[src/rtl/simple_axi_pkg.sv]
// Shared constants and state type for the simple_axi arbiter slice.
// Holds op codes, AXI response codes and the arbiter FSM state enum.
package simple_axi_pkg;

   localparam logic [1:0] RW_NOP   = 2'b00;
   localparam logic [1:0] RW_WRITE = 2'b01;
   localparam logic [1:0] RW_READ  = 2'b10;
   localparam logic [1:0] RW_RSVD  = 2'b11;

   localparam logic [1:0] RESP_OKAY   = 2'b00;
   localparam logic [1:0] RESP_EXOKAY = 2'b01;
   localparam logic [1:0] RESP_SLVERR = 2'b10;
   localparam logic [1:0] RESP_DECERR = 2'b11;

   typedef enum logic [1:0] {
      IDLE,
      ISSUE,
      BUSY,
      RESP
   } arb_state_t;

endpackage

[src/rtl/simple_axi_rr_pick.sv]
// Combinational winner picker: round-robin from ptr+1, or fixed
// priority (lowest index) when SIMPLE_AXI_ARB_PRIORITY_EN is defined.
// Ports: req (request vector), ptr (last winner) -> idx, valid.
module simple_axi_rr_pick #(
   parameter int NUM_REQ = 4,
   parameter int IDX_W   = 2
) (
   input  logic [NUM_REQ-1:0] req,
   input  logic [IDX_W-1:0]   ptr,
   output logic [IDX_W-1:0]   idx,
   output logic               valid
);

`ifdef SIMPLE_AXI_ARB_PRIORITY_EN
   logic unused_ptr;
   assign unused_ptr = ^ptr;

   // Scan high to low so the lowest set index is written last.
   always_comb begin
      idx   = '0;
      valid = 1'b0;
      for (int i = NUM_REQ - 1; i >= 0; i--) begin
         if (req[i]) begin
            idx   = IDX_W'(i);
            valid = 1'b1;
         end
      end
   end
`else
   logic [IDX_W-1:0] k;

   // Scan farthest to nearest so ptr+1 is written last.
   always_comb begin
      idx   = '0;
      valid = 1'b0;
      k     = '0;
      for (int i = NUM_REQ; i >= 1; i--) begin
         k = IDX_W'((int'(ptr) + i) % NUM_REQ);
         if (req[k]) begin
            idx   = k;
            valid = 1'b1;
         end
      end
   end
`endif

endmodule

[src/rtl/simple_axi_arbiter.sv]
// Shares one simple_axi_master port among NUM_REQ requesters.
// Ports: i_req*/o_req_gnt/o_resp_* to requesters, m_* to the master.
// Build option: SIMPLE_AXI_ARB_PRIORITY_EN selects fixed priority.
module simple_axi_arbiter
   import simple_axi_pkg::*;
#(
   parameter int NUM_REQ    = 4,
   parameter int DATA_WIDTH = 32,
   parameter int ADDR_WIDTH = 32
) (
   input  logic                           i_clk,
   input  logic                           i_rst_n,
   input  logic [NUM_REQ-1:0]             i_req,
   input  logic [2*NUM_REQ-1:0]           i_req_rw,
   input  logic [ADDR_WIDTH*NUM_REQ-1:0]  i_req_addr,
   input  logic [DATA_WIDTH*NUM_REQ-1:0]  i_req_wdata,
   output logic [NUM_REQ-1:0]             o_req_gnt,
   output logic [NUM_REQ-1:0]             o_resp_valid,
   output logic [DATA_WIDTH-1:0]          o_resp_rdata,
   output logic                           o_resp_error,
   output logic                           o_resp_invalid,
   output logic                           o_busy,
   output logic [ADDR_WIDTH-1:0]          m_addr,
   output logic [DATA_WIDTH-1:0]          m_wdata,
   output logic [1:0]                     m_rw,
   output logic                           m_clear_done,
   input  logic                           m_wait,
   input  logic                           m_done,
   input  logic                           m_error,
   input  logic                           m_invalid,
   input  logic [DATA_WIDTH-1:0]          m_rdata
);

   localparam int IDX_W = (NUM_REQ > 1) ? $clog2(NUM_REQ) : 1;

   logic [1:0]            rw_a    [NUM_REQ];
   logic [ADDR_WIDTH-1:0] addr_a  [NUM_REQ];
   logic [DATA_WIDTH-1:0] wdata_a [NUM_REQ];

   for (genvar k = 0; k < NUM_REQ; k++) begin : g_unpack
      assign rw_a[k]    = i_req_rw[2*k +: 2];
      assign addr_a[k]  = i_req_addr[ADDR_WIDTH*k +: ADDR_WIDTH];
      assign wdata_a[k] = i_req_wdata[DATA_WIDTH*k +: DATA_WIDTH];
   end

   arb_state_t            state, state_n;
   logic [IDX_W-1:0]      g, ptr, win;
   logic                  win_v;
   logic [ADDR_WIDTH-1:0] addr_q;
   logic [DATA_WIDTH-1:0] wdata_q, rdata_q;
   logic                  err_q, inv_q, issued_q, rd_q;
   logic [1:0]            rw_g;
   logic                  op_ok, cmpl;
   logic [NUM_REQ-1:0]    onehot_g;

   simple_axi_rr_pick #(
      .NUM_REQ (NUM_REQ),
      .IDX_W   (IDX_W)
   ) u_pick (
      .req   (i_req),
      .ptr   (ptr),
      .idx   (win),
      .valid (win_v)
   );

   assign rw_g     = rw_a[g];
   assign op_ok    = (rw_g == RW_WRITE) || (rw_g == RW_READ);
   assign cmpl     = m_done && !m_wait;
   assign onehot_g = NUM_REQ'(1) << g;

   always_ff @(posedge i_clk or negedge i_rst_n) begin
      if (!i_rst_n) state <= IDLE;
      else          state <= state_n;
   end

   always_comb begin
      state_n = state;
      unique case (state)
         IDLE:  if (win_v) state_n = ISSUE;
         ISSUE: state_n = op_ok ? BUSY : RESP;
         BUSY:  if (cmpl) state_n = RESP;
         RESP:  state_n = IDLE;
         default: state_n = IDLE;
      endcase
   end

   // Address/data are latched at arbitration; requesters hold them
   // stable through the grant, so this equals slice g during ISSUE.
   always_ff @(posedge i_clk or negedge i_rst_n) begin
      if (!i_rst_n) begin
         g        <= '0;
         ptr      <= IDX_W'(NUM_REQ - 1);
         addr_q   <= '0;
         wdata_q  <= '0;
         rdata_q  <= '0;
         err_q    <= 1'b0;
         inv_q    <= 1'b0;
         issued_q <= 1'b0;
         rd_q     <= 1'b0;
      end else begin
         unique case (state)
            IDLE: begin
               if (win_v) begin
                  g       <= win;
                  addr_q  <= addr_a[win];
                  wdata_q <= wdata_a[win];
               end
            end
            ISSUE: begin
               issued_q <= op_ok;
               rd_q     <= (rw_g == RW_READ);
               if (!op_ok) begin
                  rdata_q <= '0;
                  err_q   <= 1'b1;
                  inv_q   <= 1'b0;
               end
            end
            // Master error flags are only valid on the done cycle.
            BUSY: begin
               if (cmpl) begin
                  rdata_q <= rd_q ? m_rdata : '0;
                  err_q   <= m_error;
                  inv_q   <= m_invalid;
               end
            end
            RESP: ptr <= g;
            default: ;
         endcase
      end
   end

   assign o_req_gnt      = (state == ISSUE) ? onehot_g : '0;
   assign o_resp_valid   = (state == RESP) ? onehot_g : '0;
   assign o_resp_rdata   = rdata_q;
   assign o_resp_error   = err_q;
   assign o_resp_invalid = inv_q;
   assign o_busy         = (state != IDLE);
   assign m_addr         = addr_q;
   assign m_wdata        = wdata_q;
   assign m_rw           = (state == ISSUE && op_ok) ? rw_g : RW_NOP;
   assign m_clear_done   = (state == RESP) && issued_q;

endmodule

[config.mk]
export PLATFORM = sky130hd
export DESIGN_NAME = simple_axi_arbiter
export DESIGN_NICKNAME = d
export VERILOG_FILES = /design/src/rtl/simple_axi_pkg.sv /design/src/rtl/simple_axi_rr_pick.sv /design/src/rtl/simple_axi_arbiter.sv
export SDC_FILE = /design/constraint.sdc
export NUM_CORES = 1
export LEC_CHECK = 0
export ABC_AREA = 1
export CAP_MARGIN = 10
export CORE_AREA = 2 2 161 163
export CTS_CLUSTER_DIAMETER = 120
export DETAILED_ROUTE_END_ITERATION = 8
export DIE_AREA = 0 0 163 165
export PLACE_DENSITY = 0.75
export SYNTH_ARGS = -nofsm -noshare
export SYNTH_HDL_FRONTEND = slang
export SYNTH_SLANG_ARGS = --single-unit
[constraint.sdc]
create_clock -name i_clk -period 3.39 [get_ports i_clk]
set_input_delay 0.8475 -clock i_clk [delete_from_list [all_inputs] [get_ports i_clk]]
set_output_delay 0.8475 -clock i_clk [all_outputs]
set_load 0.03 [all_outputs]
==> results of run 1 <==
sequential cells by signal (all words and copies together) (netlist names), 2 cells and up:
signal / cells
g: 2
m_wdata: 32
o_resp_rdata: 32
state: 2
ptr: 2
m_addr: 32
stage by stage:
step / hold slack, ns / setup TNS [ns] / power (mW) / std cells / worst slack, ns
6_report: 0.4822 / 0 / 11.30 / 1821 / 0.03096
5_1_grt: 0.4988 / -0.01724 / 12.29 / 1821 / -0.01724
4_1_cts: 0.4861 / 0 / 11.37 / 1818 / 0.01219
3_5_place_dp: 0.4637 / -0.2718 / 10.16 / 1800 / -0.1678
3_3_place_gp: 0.4638 / -0.1567 / 10.01 / 1800 / -0.1121
2_1_floorplan: 0.4417 / 0 / 7.395 / 1101 / 0.1841
Yosys cell counts:
cell       instances  area, µm²
a21oi_1            3      15.01
a221oi_1           1      8.760
a22oi_1            1      7.510
a31oi_1            2      12.51
buf_1              9      33.78
buf_2             21      105.1
buf_4             10      75.07
buf_6              4      45.04
clkbuf_1          22      82.58
dfrtp_1          104       2603
dfstp_2            2      52.55
ha_1               6      75.07
inv_1            234      878.3
inv_2              5      18.77
nand2_1          316       1186
nand2_2            2      12.51
nand2_4            2      22.52
nand3_1          221       1106
nand3_4            1      17.52
nor2_1            14      52.55
nor2_2             1      6.260
nor2_4             1      11.26
nor3_1             2      10.01
o211a_1            1      10.01
o211ai_1          37      277.8
o21ai_0           37      185.2
o21ai_1            1      5.000
o22ai_1            1      6.260
o2bb2ai_1          1      8.760
or2_0              4      25.02
or2_1              1      6.260
or2_2             34      212.7
layout make-up:
class | count | area (µm²) | share of cell area
clock inverters | 7 | 86.33 | 0.007176
multi-input cells | 690 | 3329 | 0.2767
diodes | 1 | 2.502 | 0.0002080
repair buffers | 439 | 4423 | 0.3676
well taps | 330 | 412.9 | 0.03432
inverters | 239 | 897.1 | 0.07456
flip-flops and latches | 106 | 2655 | 0.2207
clock buffers | 9 | 225.2 | 0.01872
worst max path at each step:
stage	start	end	cells after the start
6_report	i_req_rw[1]	m_rw[1]	7
5_1_grt	i_req_rw[1]	m_rw[1]	7
4_1_cts	i_req_rw[2]	m_rw[1]	7
3_5_place_dp	i_req_rw[2]	m_rw[1]	7
3_3_place_gp	i_req_rw[2]	m_rw[1]	7
2_1_floorplan	i_req_rw[2]	m_rw[1]	5
worst max-delay path, delay by kind of cell:
kind	cells	cell delay [ns]
and+or+nand+nor	2	0.36
AOI/OAI and AO/OA	2	0.37
buffers and inverters	2	0.60
adders and majority gates	1	0.33
power by group through the flow:
stage | Combinational, mW | Sequential [mW] | Clock, mW
floorplan | 4.26 | 3.13 | 0
finish | 7.99 | 2.19 | 1.12
CTS | 8.02 | 2.19 | 1.17
detailed placement | 7.96 | 2.20 | 0
global route | 8.82 | 2.25 | 1.22
global placement | 7.83 | 2.18 | 0
logic make-up after synthesis:
group	synth area share
AND/OR/NAND/NOR	0.3720
flip-flops	0.3701
buffers and inverters	0.1727
AO/OA/AOI/OAI	0.07482
adder cells (fa/ha/maj)	0.01046
routing by layer:
layer	share of wire	GRT usage	vias to the layer above
met2	0.51	0.3438	297
met5	0	0	-
li1	-	-	4153
met4	0.035	0.07924	0
met1	0.39	0.2261	3841
met3	0.058	0.04068	56
repair_timing:
item | CTS | global route
buffers inserted | 2 | 2
gates resized for setup | 2 | 7
pin swaps | 1 | 3
hold buffers | 0 | 0
endpoints found under the hold margin | 0 | 0
setup endpoints to repair | 2 | 2
==> results.py, run 1 <==
metrics = {
    "clocking": {
        "clkTransAtPathRegs_ns": 0.08,
        "cts-root-buf": "clkbuf_16",
        "cts_tree": "built",
        "clk_path_buf_depth": 2,
        "clock_latency_ns": 0.36,
        "htree_levels": 3,
        "numCtsBuffers": 9,
        "cts_sinks": 106,
    },
    "worst_setup_path": {
        "crit_chain": "clkdlybuf4s50_1, a22oi_2, nand3_1, ha_1, or2_4, a31oi_4, buf_6",
        "r2r-end": "m_addr[17]$_DFFE_PN0P_",
        "cp-start-kind": "input port",
        "max_stage_delay_ns": 0.45,
        "worstReg2RegStart": "ptr[0]$_DFFE_PN1P_",
        "worstRegToRegCells": 14,
        "arrival_ns": 2.51,
        "rrSetupSlack_ns": 0.90,
        "critPathMaxFanout": 3,
        "cp.required_ns": 2.54,
        "path_class": "input port to output pin",
        "slowest_stage": "clkdlybuf4s50_1",
        "end_kind": "output pin",
    },
    "worst_hold_path": {
        "min_path_type": "register to register",
        "min_from": "m_addr[29]$_DFFE_PN0P_",
        "hold_path_depth": 2,
        "hold_end": "m_addr[29]$_DFFE_PN0P_",
    },
    "synth": {
        "ys_ff_latch": 106,
        "avgSynthCellArea_um2": 6.516,
        "yosys_warnings": 0,
        "synth_cell_types": 32,
        "ys_seq_area_frac": 0.3701,
        "syn_inst": 1101,
        "synth_area_mm2": 0.007174,
        "synthesis.nets": 1413,
    },
    "power": {
        "swShare": 0.5197,
        "powerDensity_mw_per_mm2": 939.2,
        "pwr-share-seq": 0.194,
        "p_leak_nw": 5.931,
        "p_sw_mw": 5.872,
        "p_clk_frac": 0.099,
        "pwr-share-comb": 0.707,
        "ir_drop_mv": 0.9252,
        "p_int_mw": 5.427,
    },
    "layout": {
        "postLayoutCoreUtil": 0.4806,
        "n_fill_cell": 2480,
        "final_cell_mix": "clkdlybuf4s50_1, nand2_1, inv_1",
        "drive_above_1_share": 0.06510,
        "nNetsFinal": 1797,
        "final_common_cell": "clkdlybuf4s50_1",
        "area_delta_synth_final_pct": 67.70,
        "final_cell_area_mm2": 0.01203,
    },
    "route": {
        "vias": 8347,
        "viasPerCell": 4.584,
        "drt_iter0_drc": 508,
        "wirelength_um": 26940,
        "drt_pass1_iterations": 5,
        "drtAntennaViolNets": 0,
        "drc": 0,
        "wire_per_inst_um": 14.79,
    },
    "placement": {
        "hpwl_um": 20590,
        "portBuffers": 415,
        "place_area_mm2": 0.01164,
        "gp_congestion": 0.8708,
    },
    "status": {
        "status": "finished, final reports clean",
    },
    "global_route": {
        "grt_pass1_vias": 8015,
        "grt_pass1_wl_um": 40890,
        "track_usage": 0.1932,
        "antenna_found_initial": 1,
        "grt_max_degree": 69,
        "grt_overflow_total": 0,
    },
    "die": {
        "core_area_mm2": 0.02504,
        "dieArea_mm2": 0.02690,
        "start_util": 0.2866,
        "num_rows": 58,
        "boundaryPins": 416,
        "die_y_um": 165,
        "die-width_um": 163,
    },
    "timing": {
        "max_slew_margin": 0.3214,
        "skew_ns": 0.01576,
        "period_share": 0.9909,
        "period_minus_slack_ns": 3.359,
        "maxSlewViolCount": 0,
        "tightestPinTransition_ns": 1.017,
        "setup_viol": 0,
        "hold_viol_final": 0,
        "fmax_mhz": 297.7,
    },
    "job": {
        "maxCapViolCount": 0,
    },
}
(Power assumes the default switching activity.)
==> run 2: changes to the inputs <==
--- a/config.mk
+++ b/config.mk
@@ -12,6 +12,7 @@
 export DETAILED_ROUTE_END_ITERATION = 8
 export DIE_AREA = 0 0 163 165
 export PLACE_DENSITY = 0.75
+export RECOVER_POWER = 25
 export SYNTH_ARGS = -nofsm -noshare
 export SYNTH_HDL_FRONTEND = slang
 export SYNTH_SLANG_ARGS = --single-unit
==> run 2 against run 1 <==
  * Global-route usage unchanged
  * Via count decreased by 0.22%
  * Utilization decreased by 0.070 points
  * The run now ends with max-capacitance violations, max-slew violations left
  * Critical endpoint unchanged
==> results.py, run 2 (synthesized netlist as in run 1, its figures left out) <==
metrics = {
    "route": {
        "vias": 8329,
        "drtAntennaViolNets": 0,
        "wirelength_um": 26930,
        "drt_pass1_iterations": 5,
        "drt_iter0_drc": 508,
        "drc": 0,
        "viasPerCell": 4.574,
        "wire_per_inst_um": 14.79,
    },
    "worst_hold_path": {
        "hold_path_depth": 2,
        "min_path_type": "register to register",
        "min_from": "m_addr[29]$_DFFE_PN0P_",
        "hold_end": "m_addr[29]$_DFFE_PN0P_",
    },
    "worst_setup_path": {
        "rrSetupSlack_ns": 0.91,
        "arrival_ns": 2.51,
        "r2r-end": "m_addr[17]$_DFFE_PN0P_",
        "cp-start-kind": "input port",
        "worstReg2RegStart": "ptr[0]$_DFFE_PN1P_",
        "cp.required_ns": 2.54,
        "path_class": "input port to output pin",
        "worstRegToRegCells": 14,
        "critPathMaxFanout": 3,
        "end_kind": "output pin",
    },
    "clocking": {
        "htree_levels": 3,
        "hold_buffers": 0,
        "clk_path_buf_depth": 2,
        "clock_latency_ns": 0.36,
        "cts-root-buf": "clkbuf_16",
        "cts_tree": "built",
        "clkTransAtPathRegs_ns": 0.08,
        "numCtsBuffers": 9,
        "cts_sinks": 106,
    },
    "timing": {
        "hold_viol_final": 0,
        "period_minus_slack_ns": 3.359,
        "skew_ns": 0.01604,
        "tightestPinTransition_ns": 1.525,
        "setup_viol": 0,
        "maxSlewViolCount": 58,
        "fmax_mhz": 297.7,
        "period_share": 0.9909,
        "max_slew_margin": -0.01657,
    },
    "layout": {
        "nNetsFinal": 1797,
        "final_cell_mix": "clkdlybuf4s50_1, nand2_1, inv_1",
        "area_delta_synth_final_pct": 67.46,
        "regArea_mm2": 0.002655,
        "drive_above_1_share": 0.06510,
        "multi_input_area_mm2": 0.003329,
        "final_common_cell": "clkdlybuf4s50_1",
        "final_cell_area_mm2": 0.01201,
        "n_fill_cell": 2482,
    },
    "die": {
        "die_y_um": 165,
        "num_rows": 58,
        "core_area_mm2": 0.02504,
        "dieArea_mm2": 0.02690,
        "boundaryPins": 416,
        "start_util": 0.2866,
        "die-width_um": 163,
    },
    "job": {
        "maxCapViolCount": 1,
    },
    "placement": {
        "hpwl_um": 20590,
        "portBuffers": 415,
        "gp_congestion": 0.8708,
        "place_area_mm2": 0.01164,
    },
    "status": {
        "violations": "max-capacitance violations, max-slew violations",
        "status": "finished, violations left",
    },
    "global_route": {
        "grt_pass1_wl_um": 40890,
        "grt_pass1_vias": 8015,
        "antenna_found_initial": 1,
        "grt_overflow_total": 0,
        "grt_max_degree": 69,
        "track_usage": 0.1932,
    },
    "power": {
        "powerDensity_mw_per_mm2": 941.3,
        "p_leak_nw": 5.925,
        "ir_drop_mv": 0.9295,
        "total_power_mw": 11.31,
    },
}
==> run 2: timing repair <==
| item | in CTS | in global routing |
|---|---|---|
| setup endpoints to repair | 2 | 2 |
| gates cloned | 0 | 0 |
| setup buffers | 2 | 2 |
| pin swaps | 1 | 3 |
| resized for setup | 2 | 7 |
==> run 2: per-layer routing <==
metal	global-route usage	routed length [µm]
met5	0	0
met4	0.07924	953
met3	0.04068	1570
met2	0.3438	13880
met1	0.2261	10520
==> run 2: worst max-delay path by stage <==
stage,from,end
2_1_floorplan,i_req_rw[2],m_rw[1]
3_3_place_gp,i_req_rw[2],m_rw[1]
3_5_place_dp,i_req_rw[2],m_rw[1]
4_1_cts,i_req_rw[2],m_rw[1]
5_1_grt,i_req_rw[1],m_rw[1]
6_report,i_req_rw[1],m_rw[1]
==> run 2: worst max-delay path: stages <==
cell	delay (ns)
clkdlybuf4s50_1	0.45
a22oi_2	0.22
nand3_1	0.10
ha_1	0.33
or2_4	0.26
a31oi_4	0.15
buf_6	0.15
==> run 2: per-stage QoR <==
| step | instances | TNS (ns) | hold slack (ns) | setup WS (ns) | util |
|---|---|---|---|---|---|
| after floorplan | 1101 | 0 | 0.4417 | 0.1841 | - |
| after global placement | 1800 | -0.1567 | 0.4638 | -0.1121 | 0.4651 |
| after detailed placement | 1800 | -0.2718 | 0.4637 | -0.1678 | 0.4651 |
| after CTS | 1818 | 0 | 0.4861 | 0.01219 | 0.4785 |
| after global routing | 1821 | -0.01724 | 0.4988 | -0.01724 | 0.4799 |
| final | 1821 | 0 | 0.4817 | 0.03096 | 0.4799 |
==> run 2: where the power goes <==
group / switching [mW] / leakage, nW / internal (mW) / total, mW
Sequential: 0.338 / 1.34 / 1.85 / 2.19
Clock: 0.590 / 0.152 / 0.537 / 1.13
Combinational: 4.95 / 4.43 / 3.04 / 7.99
==> run 2: cell type report <==
| class | count | area share |
|---|---|---|
| sequential | 106 | 0.2210 |
| tap | 330 | 0.03437 |
| antenna | 1 | 0.0002083 |
| multi-input combinational | 690 | 0.2771 |
| inverter | 239 | 0.07467 |
| clock inverter | 7 | 0.007186 |
| clock buffer | 9 | 0.01875 |
| timing repair buffer | 439 | 0.3667 |
==> run 3: changes to the inputs <==
--- a/config.mk
+++ b/config.mk
@@ -7,12 +7,13 @@
 export LEC_CHECK = 0
 export ABC_AREA = 1
 export CAP_MARGIN = 10
-export CORE_AREA = 2 2 161 163
+export CORE_AREA = 2 2 160 162
 export CTS_CLUSTER_DIAMETER = 120
 export DETAILED_ROUTE_END_ITERATION = 8
-export DIE_AREA = 0 0 163 165
+export DIE_AREA = 0 0 162 164
 export PLACE_DENSITY = 0.75
 export RECOVER_POWER = 25
 export SYNTH_ARGS = -nofsm -noshare
 export SYNTH_HDL_FRONTEND = slang
+export SYNTH_HIERARCHICAL = 1
 export SYNTH_SLANG_ARGS = --single-unit
==> run 3 against run 2 <==
  * The flow now finishes without violations
  * Sequential power about the same
  * Worst hold slack improved by 0.0024 ns
  * Sequential share of layout area up 0.63 points
  * Fmax rose by 2.3%
  * Cell count is 1.0% higher
  * Setup slack better by 0.076 ns
  * Flip-flop and latch count is the same
  * Routed wire length fell by 2.9%
  * Largest power group unchanged
==> results.py, run 3 <==
metrics = {
    "power": {
        "p_leak_nw": 5.818,
        "powerDensity_mw_per_mm2": 956.2,
        "total_power_mw": 11.17,
        "ir_drop_mv": 0.4270,
    },
    "synth": {
        "synthXorXnorAreaFrac": 0,
        "yosys.area_share.simple": 0.4675,
        "synthAdderAreaFrac": 0.01089,
        "yosysMostFrequentCell": "nand2_1",
        "ys_ff_latch": 106,
        "synth_top_cells_by_count": "nand2_1, nand3_1, inv_1",
        "synth-main-ff-cell": "dfrtp_1",
        "synthesis.nets": 1441,
        "synth_top_family_by_area": "simple AND/OR/NAND/NOR gates",
        "syn_inst": 1129,
        "synth_edf_count": 0,
        "avgSynthCellArea_um2": 6.106,
        "synth_area_leaders": "dfrtp_1, nand2_1, nand3_1",
        "synth_top_area_cell": "dfrtp_1",
        "async_flop_share": 1.000,
        "synth_top_area_frac": 0.3775,
        "synth_cell_types": 23,
        "synth_area_mm2": 0.006894,
        "ys_seq_area_frac": 0.3851,
        "yosys_warnings": 6,
        "synth-compound-area-share": 0.02868,
        "synth.area.mux_share": 0,
    },
    "timing": {
        "hold_viol_final": 0,
        "max_slew_margin": 0.03743,
        "fin_ws_ns": 0.1073,
        "fmax_mhz": 304.6,
        "rsz0062_at_grt": "false",
        "period_minus_slack_ns": 3.283,
        "setup_viol": 0,
        "skew_ns": 0.01877,
        "tightestPinTransition_ns": 1.444,
        "maxSlewViolCount": 0,
        "period_share": 0.9683,
    },
    "worst_setup_path": {
        "crit_buf_inv": 2,
        "end_kind": "output pin",
        "cp.required_ns": 2.54,
        "critPathMaxFanout": 3,
        "slowest_stage": "clkdlybuf4s50_1",
        "rrSetupSlack_ns": 1.04,
        "cp-start-kind": "input port",
        "path_class": "input port to output pin",
        "worstRegToRegCells": 13,
        "crit_chain": "clkdlybuf4s50_1, nand3_1, nand2_1, nor2_2, ha_4, or2_4, nor2_2, buf_6",
        "worstReg2RegStart": "ptr[0]$_DFFE_PN1P_",
        "worst_path_most_repeated_cell": "nor2_2",
        "max_stage_delay_ns": 0.40,
        "r2r-end": "m_addr[21]$_DFFE_PN0P_",
        "cp_top_family": "simple AND/OR/NAND/NOR gates",
        "arrival_ns": 2.44,
    },
    "job": {
        "maxCapViolCount": 0,
    },
    "route": {
        "wirelength_um": 26150,
        "viasPerCell": 4.451,
        "vias": 8190,
        "drt_pass1_iterations": 5,
        "wire_per_inst_um": 14.21,
        "drc": 0,
        "drt_iter0_drc": 480,
        "drtAntennaViolNets": 0,
    },
    "placement": {
        "dpl_worst_slack_ns": -0.02797,
        "place_area_mm2": 0.01134,
        "dp_cells": 1823,
        "gp_congestion": 0.8610,
        "portBuffers": 415,
        "hpwl_um": 20420,
    },
    "clocking": {
        "cts_sinks": 106,
        "htree_levels": 3,
        "cts-root-buf": "clkbuf_16",
        "clock_latency_ns": 0.36,
        "cts_tree": "built",
        "clkTransAtPathRegs_ns": 0.08,
        "clk_path_buf_depth": 2,
        "hold_buffers": 0,
        "numCtsBuffers": 9,
    },
    "layout": {
        "nNetsFinal": 1817,
        "postLayoutCoreUtil": 0.4706,
        "final_cell_mix": "nand2_1, clkdlybuf4s50_1, nand3_1",
        "n_antenna_cell": 0,
        "final_common_cell": "nand2_1",
        "drive_above_1_share": 0.03907,
        "final_cell_area_mm2": 0.01168,
        "area_delta_synth_final_pct": 69.42,
        "layoutNonFillerInstCount": 1840,
    },
    "global_route": {
        "grt_pass1_vias": 7943,
        "grt_pass1_wl_um": 40640,
        "track_usage": 0.1930,
        "grt_overflow_total": 0,
        "antenna_found_initial": 0,
        "grt_max_degree": 69,
    },
    "worst_hold_path": {
        "min_from": "m_wdata[4]$_DFFE_PN0P_",
        "min_path_type": "register to register",
        "hold_end": "m_wdata[4]$_DFFE_PN0P_",
        "hold_path_depth": 2,
    },
    "die": {
        "start_util": 0.2778,
        "die-width_um": 162,
        "die_y_um": 164,
        "dieArea_mm2": 0.02657,
        "num_rows": 58,
        "core_area_mm2": 0.02482,
        "boundaryPins": 416,
    },
    "status": {
        "status": "finished, final reports clean",
    },
}
[run 3: changes by cell type after synthesis, moves of 5 or more]
| cell | previous run | this run |
|---|---|---|
| buf_1 | 9 | 2 |
| buf_2 | 21 | 39 |
| buf_4 | 10 | 1 |
| inv_1 | 234 | 106 |
| inv_2 | 5 | 0 |
| nand2_1 | 316 | 647 |
| nand3_1 | 221 | 130 |
| o211ai_1 | 37 | 0 |
| o21ai_0 | 37 | 31 |
| or2_2 | 34 | 2 |
[run 3: logic make-up after synthesis]
group	after synthesis
buffers and inverters	174
flip-flops	106
adder cells (fa/ha/maj)	6
AND/OR/NAND/NOR	805
AO/OA/AOI/OAI	38
[run 3: report_power, final]
part | total (mW) | internal [mW] | leakage, nW | switching [mW]
clock network | 1.08 | 0.527 | 0.149 | 0.555
registers | 2.20 | 1.82 | 1.36 | 0.376
logic | 7.89 | 2.84 | 4.30 | 5.06
[run 3: how the worst max path moves through the flow]
stage / depth (start not counted) / endpoint / slack (ns) / startpoint
2_1_floorplan: 7 / m_rw[0] / 0.37 / i_req_rw[3]
3_3_place_gp: 9 / m_rw[1] / 0.04 / i_req_rw[3]
3_5_place_dp: 8 / m_rw[0] / -0.03 / i_req_rw[4]
4_1_cts: 9 / m_rw[0] / 0.0002 / i_req_rw[1]
5_1_grt: 9 / m_rw[1] / 0.05 / i_req_rw[1]
6_report: 8 / m_rw[0] / 0.11 / i_req_rw[4]
[run 3: tightest hold or removal path, delay by kind of cell, from the launching register on]
kind / cells / cell delay, ns
and+or+nand+nor: 2 / 0.10
DFF: 1 / 0.35
[run 3: what timing repair did]
item	CTS	global route
buffers inserted	0	1
pin swaps	0	1
resized for setup	1	5
setup endpoints to repair	2	2
[run 3: routing by layer]
layer | part of all wire | up-vias | GRT usage
met2 | 0.50 | 298 | 0.3499
li1 | - | 4153 | -
met5 | 0 | - | 0
met4 | 0.030 | 0 | 0.07442
met3 | 0.063 | 41 | 0.03788
met1 | 0.41 | 3698 | 0.2244
[run 3: per-stage QoR]
step	hold WS, ns	TNS, ns
6_report	0.4841	0
5_1_grt	0.5193	0
4_1_cts	0.4881	0
3_5_place_dp	0.4665	-0.03010
3_3_place_gp	0.4628	0
2_1_floorplan	0.4495	0
[run 3: cell type report]
cell class,count,area [µm²]
sequential,106,2655
clock inverter,7,83.83
tap,330,412.9
multi-input combinational,849,3541
inverter,107,411.6
clock buffer,9,225.2
timing repair buffer,432,4350
fill,2524,13140
